===== src/rtl/ps2_key_fifo.sv =====
// PS/2 set-2 scan-code decoder feeding a small ASCII key-event FIFO.
// Break/extended prefixes, Shift and Caps Lock are resolved here; only printable ASCII, Enter, Backspace and Tab are queued.
module ps2_key_fifo #(
    parameter int DEPTH = 16,
    parameter int AW    = 4
) (
    input  logic          clk,
    input  logic          reset,
    input  logic [7:0]    scan_code,
    input  logic          scan_valid,
    input  logic          pop,
    input  logic          clr_ovf,
    output logic [7:0]    key_data,
    output logic          key_avail,
    output logic [AW:0]   key_count,
    output logic          overflow
);
    typedef enum logic [1:0] {IDLE, EXT, BRK, EXT_BRK} dec_state_t;

    localparam logic [7:0] CODE_EXT   = 8'hE0;
    localparam logic [7:0] CODE_BRK   = 8'hF0;
    localparam logic [7:0] CODE_LSH   = 8'h12;
    localparam logic [7:0] CODE_RSH   = 8'h59;
    localparam logic [7:0] CODE_CAPS  = 8'h58;
    localparam logic [AW:0] FULL_COUNT = (AW+1)'(DEPTH);

    // Indexed by letter (A..Z) and digit (0..9) so the ASCII value is a plain offset.
    localparam logic [7:0] LETTER_CODES [26] = '{
        8'h1C, 8'h32, 8'h21, 8'h23, 8'h24, 8'h2B, 8'h34, 8'h33, 8'h43, 8'h3B,
        8'h42, 8'h4B, 8'h3A, 8'h31, 8'h44, 8'h4D, 8'h15, 8'h2D, 8'h1B, 8'h2C,
        8'h3C, 8'h2A, 8'h1D, 8'h22, 8'h35, 8'h1A
    };
    localparam logic [7:0] DIGIT_CODES [10] = '{
        8'h45, 8'h16, 8'h1E, 8'h26, 8'h25, 8'h2E, 8'h36, 8'h3D, 8'h3E, 8'h46
    };

    dec_state_t     state_reg;
    logic           lshift_reg;
    logic           rshift_reg;
    logic           caps_reg;

    logic [25:0]    letter_hit;
    logic [9:0]     digit_hit;
    logic           upper;
    logic           map_valid;
    logic [7:0]     map_ascii;
    logic           push_req;

    logic [7:0]     mem [DEPTH];
    logic [AW-1:0]  wr_ptr_reg;
    logic [AW-1:0]  rd_ptr_reg;
    logic [AW:0]    count_reg;
    logic [AW:0]    count_next;
    logic           ovf_reg;
    logic           empty;
    logic           full;
    logic           pop_ok;
    logic           push_ok;
    logic           ovf_event;

    genvar gi;
    generate
        for (gi = 0; gi < 26; gi++) begin : g_letter
            assign letter_hit[gi] = (scan_code == LETTER_CODES[gi]);
        end
        for (gi = 0; gi < 10; gi++) begin : g_digit
            assign digit_hit[gi] = (scan_code == DIGIT_CODES[gi]);
        end
    endgenerate

    assign upper = (lshift_reg | rshift_reg) ^ caps_reg;

    always_comb begin
        map_valid = 1'b0;
        map_ascii = 8'h00;
        for (int i = 0; i < 26; i++) begin
            if (letter_hit[i]) begin
                map_valid = 1'b1;
                map_ascii = (upper ? 8'h41 : 8'h61) + 8'(i);
            end
        end
        for (int i = 0; i < 10; i++) begin
            if (digit_hit[i]) begin
                map_valid = 1'b1;
                map_ascii = 8'h30 + 8'(i);
            end
        end
        case (scan_code)
            8'h29: begin map_valid = 1'b1; map_ascii = 8'h20; end
            8'h5A: begin map_valid = 1'b1; map_ascii = 8'h0D; end
            8'h66: begin map_valid = 1'b1; map_ascii = 8'h08; end
            8'h0D: begin map_valid = 1'b1; map_ascii = 8'h09; end
            default: ;
        endcase
    end

    // Only a plain make byte seen in IDLE can produce a key event.
    assign push_req = scan_valid && (state_reg == IDLE) && (scan_code != CODE_EXT)
                      && (scan_code != CODE_BRK) && map_valid;

    always_ff @(posedge clk or negedge reset) begin
        if (!reset) begin
            state_reg  <= IDLE;
            lshift_reg <= 1'b0;
            rshift_reg <= 1'b0;
            caps_reg   <= 1'b0;
        end else if (scan_valid) begin
            unique case (state_reg)
                IDLE: begin
                    if (scan_code == CODE_EXT) begin
                        state_reg <= EXT;
                    end else if (scan_code == CODE_BRK) begin
                        state_reg <= BRK;
                    end else begin
                        if (scan_code == CODE_LSH)  lshift_reg <= 1'b1;
                        if (scan_code == CODE_RSH)  rshift_reg <= 1'b1;
                        if (scan_code == CODE_CAPS) caps_reg   <= ~caps_reg;
                    end
                end
                EXT:     state_reg <= (scan_code == CODE_BRK) ? EXT_BRK : IDLE;
                BRK: begin
                    if (scan_code == CODE_LSH) lshift_reg <= 1'b0;
                    if (scan_code == CODE_RSH) rshift_reg <= 1'b0;
                    state_reg <= IDLE;
                end
                EXT_BRK: state_reg <= IDLE;
            endcase
        end
    end

    assign empty     = (count_reg == '0);
    assign full      = (count_reg == FULL_COUNT);
    assign pop_ok    = pop && !empty;
    // A simultaneous pop frees the slot, so a push at full is then accepted.
    assign push_ok   = push_req && (!full || pop_ok);
    assign ovf_event = push_req && full && !pop_ok;

    always_comb begin
        count_next = count_reg + {{AW{1'b0}}, push_ok} - {{AW{1'b0}}, pop_ok};
    end

    always_ff @(posedge clk) begin
        if (push_ok) begin
            mem[wr_ptr_reg] <= map_ascii;
        end
    end

    always_ff @(posedge clk or negedge reset) begin
        if (!reset) begin
            wr_ptr_reg <= '0;
            rd_ptr_reg <= '0;
            count_reg  <= '0;
            ovf_reg    <= 1'b0;
        end else begin
            if (push_ok) wr_ptr_reg <= wr_ptr_reg + 1'b1;
            if (pop_ok)  rd_ptr_reg <= rd_ptr_reg + 1'b1;
            count_reg <= count_next;
            if (ovf_event)    ovf_reg <= 1'b1;
            else if (clr_ovf) ovf_reg <= 1'b0;
        end
    end

    assign key_data  = empty ? 8'h00 : mem[rd_ptr_reg];
    assign key_avail = !empty;
    assign key_count = count_reg;
    assign overflow  = ovf_reg;

endmodule


===== config.mk =====
export PLATFORM = sky130hd
export DESIGN_NAME = ps2_key_fifo
export DESIGN_NICKNAME = d
export VERILOG_FILES = /design/src/rtl/ps2_key_fifo.sv
export SDC_FILE = /design/constraint.sdc
export NUM_CORES = 1
export LEC_CHECK = 0
export CAP_MARGIN = 40
export CORE_MARGIN = 4
export CORE_UTILIZATION = 30
export CTS_BUF_LIST = sky130_fd_sc_hd__clkbuf_16
export DETAILED_ROUTE_END_ITERATION = 10
export DONT_BUFFER_PORTS = 1
export GPL_TIMING_DRIVEN = 0
export PLACE_DENSITY_LB_ADDON = 0.12
export SLEW_MARGIN = 10
export SYNTH_ARGS = -nofsm -noshare
export SYNTH_HDL_FRONTEND = slang
export SYNTH_SLANG_ARGS = --single-unit
export TNS_END_PERCENT = 30

===== constraint.sdc =====
create_clock -name clk -period 7.19 [get_ports clk]
set_clock_uncertainty 0.15 [all_clocks]
set_input_delay 1.438 -clock clk [delete_from_list [all_inputs] [get_ports clk]]
set_output_delay 1.438 -clock clk [all_outputs]
set_load 0.1 [all_outputs]

==> out/qor.yml <==
status: "completed"
diodes: 0
hp-class: "reg -> reg"
yosysUniqueCellTypes: 67
synthTopCellsByArea: "edfxtp_1 54%, mux4_2 13%, dfrtp_1 7.6%"
cp-end-kind: "flip-flop"
final_antenna_net_count: 0
synthCells: 415
synth-simple-area-share_pct: 11.7
yosysWarningCount: 0
largest_register_ff_count: 112
route.detailed.drc: 0
gp_congestion: 0.908
use_met2_pct: 20.6
antenna_found_initial: 0
grt_pass1_wl_um: 23200
maxCapViolations: 0
overflow: 0
synth_xor_area_share_pct: 1.95
final.min_clock_period_ps: 4690
synth_mux_area_share_pct: 13.8
post-route-util_pct: 37.1
slew_viol_final: 0
root_buffer: "clkbuf_16"
worstPathArrival_ps: 4830
routed_wl_um: 15200
rsz0062_at_grt: "false"
synth_top_area_share_pct: 53.6
dieHeight_um: 153
cts_sinks: 131
clockBufferDepth: 2
synth_seq_cells: 131
ys_async_sr_fraction_pct: 14.5
setup-violations-final: 0
core_area_um2: 20400
ys_seq_area_share_pct: 61.1
crit_path_start_kind: "input port"
cts_setup_buffers: 0
numCtsBuffers: 17
min_period_over_period_pct: 65.2
synthesis.area_um2: 6280
drtPass1Iterations: 5
vdd_drop_max_uv: 321
synth-edff-count: 112
area_growth_pct: 20.8
die-area_um2: 23300
path_clk_slew_ps: 50
fmax_mhz: 213
p_leak_nw: 2.68
wl_per_cell_um: 20.5
start_util_pct: 30.7
setup_tns_ps: 0
cts_resized: 0
fin_nets: 485
cts_hold_buf: 0
grt_use_met1_pct: 18.5
clock_latency_ps: 410
slew_headroom_pct: 44.4
synth_compound_area_share_pct: 5.66
hold_viol: 0
place_area_um2: 7040
worst_pin_slew_ps: 835
vias: 3769
synth_top_family_by_area: "multiplexers"
rows: 52
grtUsageMet3_pct: 3.27
synth_nets: 440
drive_gt1_share_pct: 25.2
synth.avg_cell_area_um2: 15.1
grt_max_degree: 20
port_buffers: 0
drtIter0Drc: 269
io_pins: 28
synth-adder-area-share_pct: 2.51
grt_pass1_vias: 3841
stdcell_area_um2: 7580
required_ps: 7340
fp.dieW_um: 153
cts_tree: "done"
dp_hpwl_um: 10700
grt_busiest_layer: "met2"
yosysTopAreaCell: "edfxtp_1"
grt.total_usage_pct: 13.3
vias_per_cell: 5.08
ys.flop_type: "edfxtp_1"
p_per_area_nw_per_um2: 415
top_register: "mem"
worst-setup-path-type: "in -> reg"
htree_levels: 4
worst-path-max-fanout: 10
[worst paths after layout]
| path | from | endpoint | slack, ps | depth (start not counted) |
|---|---|---|---|---|
| hold reg to reg | caps_reg$_DFFE_PN0P_ | caps_reg$_DFFE_PN0P_ | 350 | 1 |
| max in group asynchronous | reset | wr_ptr_reg[2]$_DFFE_PN0P_ | 6240 | 0 |
| min in group asynchronous | reset | key_count[2]$_DFF_PN0_ | 570 | 0 |
| setup / recovery | scan_code[0] | key_count[4]$_DFF_PN0_ | 2500 | 20 |
| hold / removal | caps_reg$_DFFE_PN0P_ | caps_reg$_DFFE_PN0P_ | 350 | 1 |
| setup reg to reg | state_reg[0]$_DFFE_PN0P_ | key_count[4]$_DFF_PN0_ | 3920 | 16 |
[power breakdown]
part	switching (mW)	leakage (nW)	internal (mW)
logic	0.825	1.14	0.586
clock network	0.304	0.276	0.499
registers	0.0574	1.26	0.877
total	1.19	2.68	1.96
[placed cells by master (no fill, tap or decap), drive strengths merged, types with 3 or more instances in the layout]
cell and n:
or4b 3, edfxtp 112, ha 11, mux2i 3
nand4b 4, xnor2 8, inv 21, a21oi 7
o211ai 3, o21ai 11, o22ai 3, dfrtp 19
and3 14, nor2 22, clkinv 8, or2 3
mux2 4, o31ai 3, buf 42, clkbuf 27
nand2b 12, nor2b 13, nand2 12, o311ai 3
nor3 7, nand3 7, xor2 6, and2 5
mux4 35
[cells in the mapped netlist (3+ instances only)]
master	number
edfxtp_1	112
buf_2	8
xnor2_1	8
o21ai_0	11
mux2_2	3
o211ai_1	3
inv_1	19
and2_1	4
nor2b_1	13
a21oi_1	7
dfrtp_1	19
nand2b_1	12
o31ai_1	3
and3_1	14
buf_1	5
o22ai_1	3
nor2_1	20
nand4b_1	4
clkbuf_1	10
ha_1	11
nand2_1	12
mux2i_1	3
xor2_1	6
nand3_1	7
nor3_1	5
or2_2	3
mux4_2	35
[worst max-delay path: stages]
cell	delay (ps)
buf_2	160
buf_1	450
nor2_1	120
nand2_1	100
nor3_1	60
nor3_1	520
nand2_1	230
nor2_4	210
buf_6	170
inv_1	50
ha_1	260
inv_1	70
ha_1	160
inv_1	60
fa_1	390
inv_1	70
a21oi_1	60
nor2_1	90
nor2_1	50
xnor2_1	110
[metal layers]
metal	routed length [um]	part of all wire [%]
met1	7200	47
met5	0	0
met3	576	3.8
met2	7210	47
met4	222	1.5
[logic make-up (layout without fill, tap and decap cells)]
logic type / after synthesis / count (layout)
flops: 131 / 131
simple gates: 120 / 120
compound gates: 50 / 50
buf+inv: 45 / 102
mux: 42 / 42
xor+xnor: 14 / 14
fa+ha+maj: 12 / 12
other cells: 1 / 1
[per-stage QoR]
| stage | power, mW | hold slack [ps] | setup WS [ps] | std cells |
|---|---|---|---|---|
| final | 3.15 | 350 | 2500 | 742 |
| after global routing | 3.29 | 359 | 2240 | 742 |
| after CTS | 3.20 | 350 | 2530 | 742 |
| after detailed placement | 2.39 | 342 | 2100 | 711 |
| after global placement | 2.06 | 333 | 1820 | 685 |
| after floorplan | 1.87 | 312 | 2650 | 415 |
[final cells by class]
type,instances,area [um2]
Fill cell,1976,12800
Tap cell,270,338
Timing Repair Buffer,26,387
Multi-Input combinational cell,239,2270
Sequential cell,131,3840
Clock inverter,14,124
Clock buffer,17,425
Inverter,19,71.3
Buffer,26,126
Note: power is estimated with default switching activity, not from simulation.
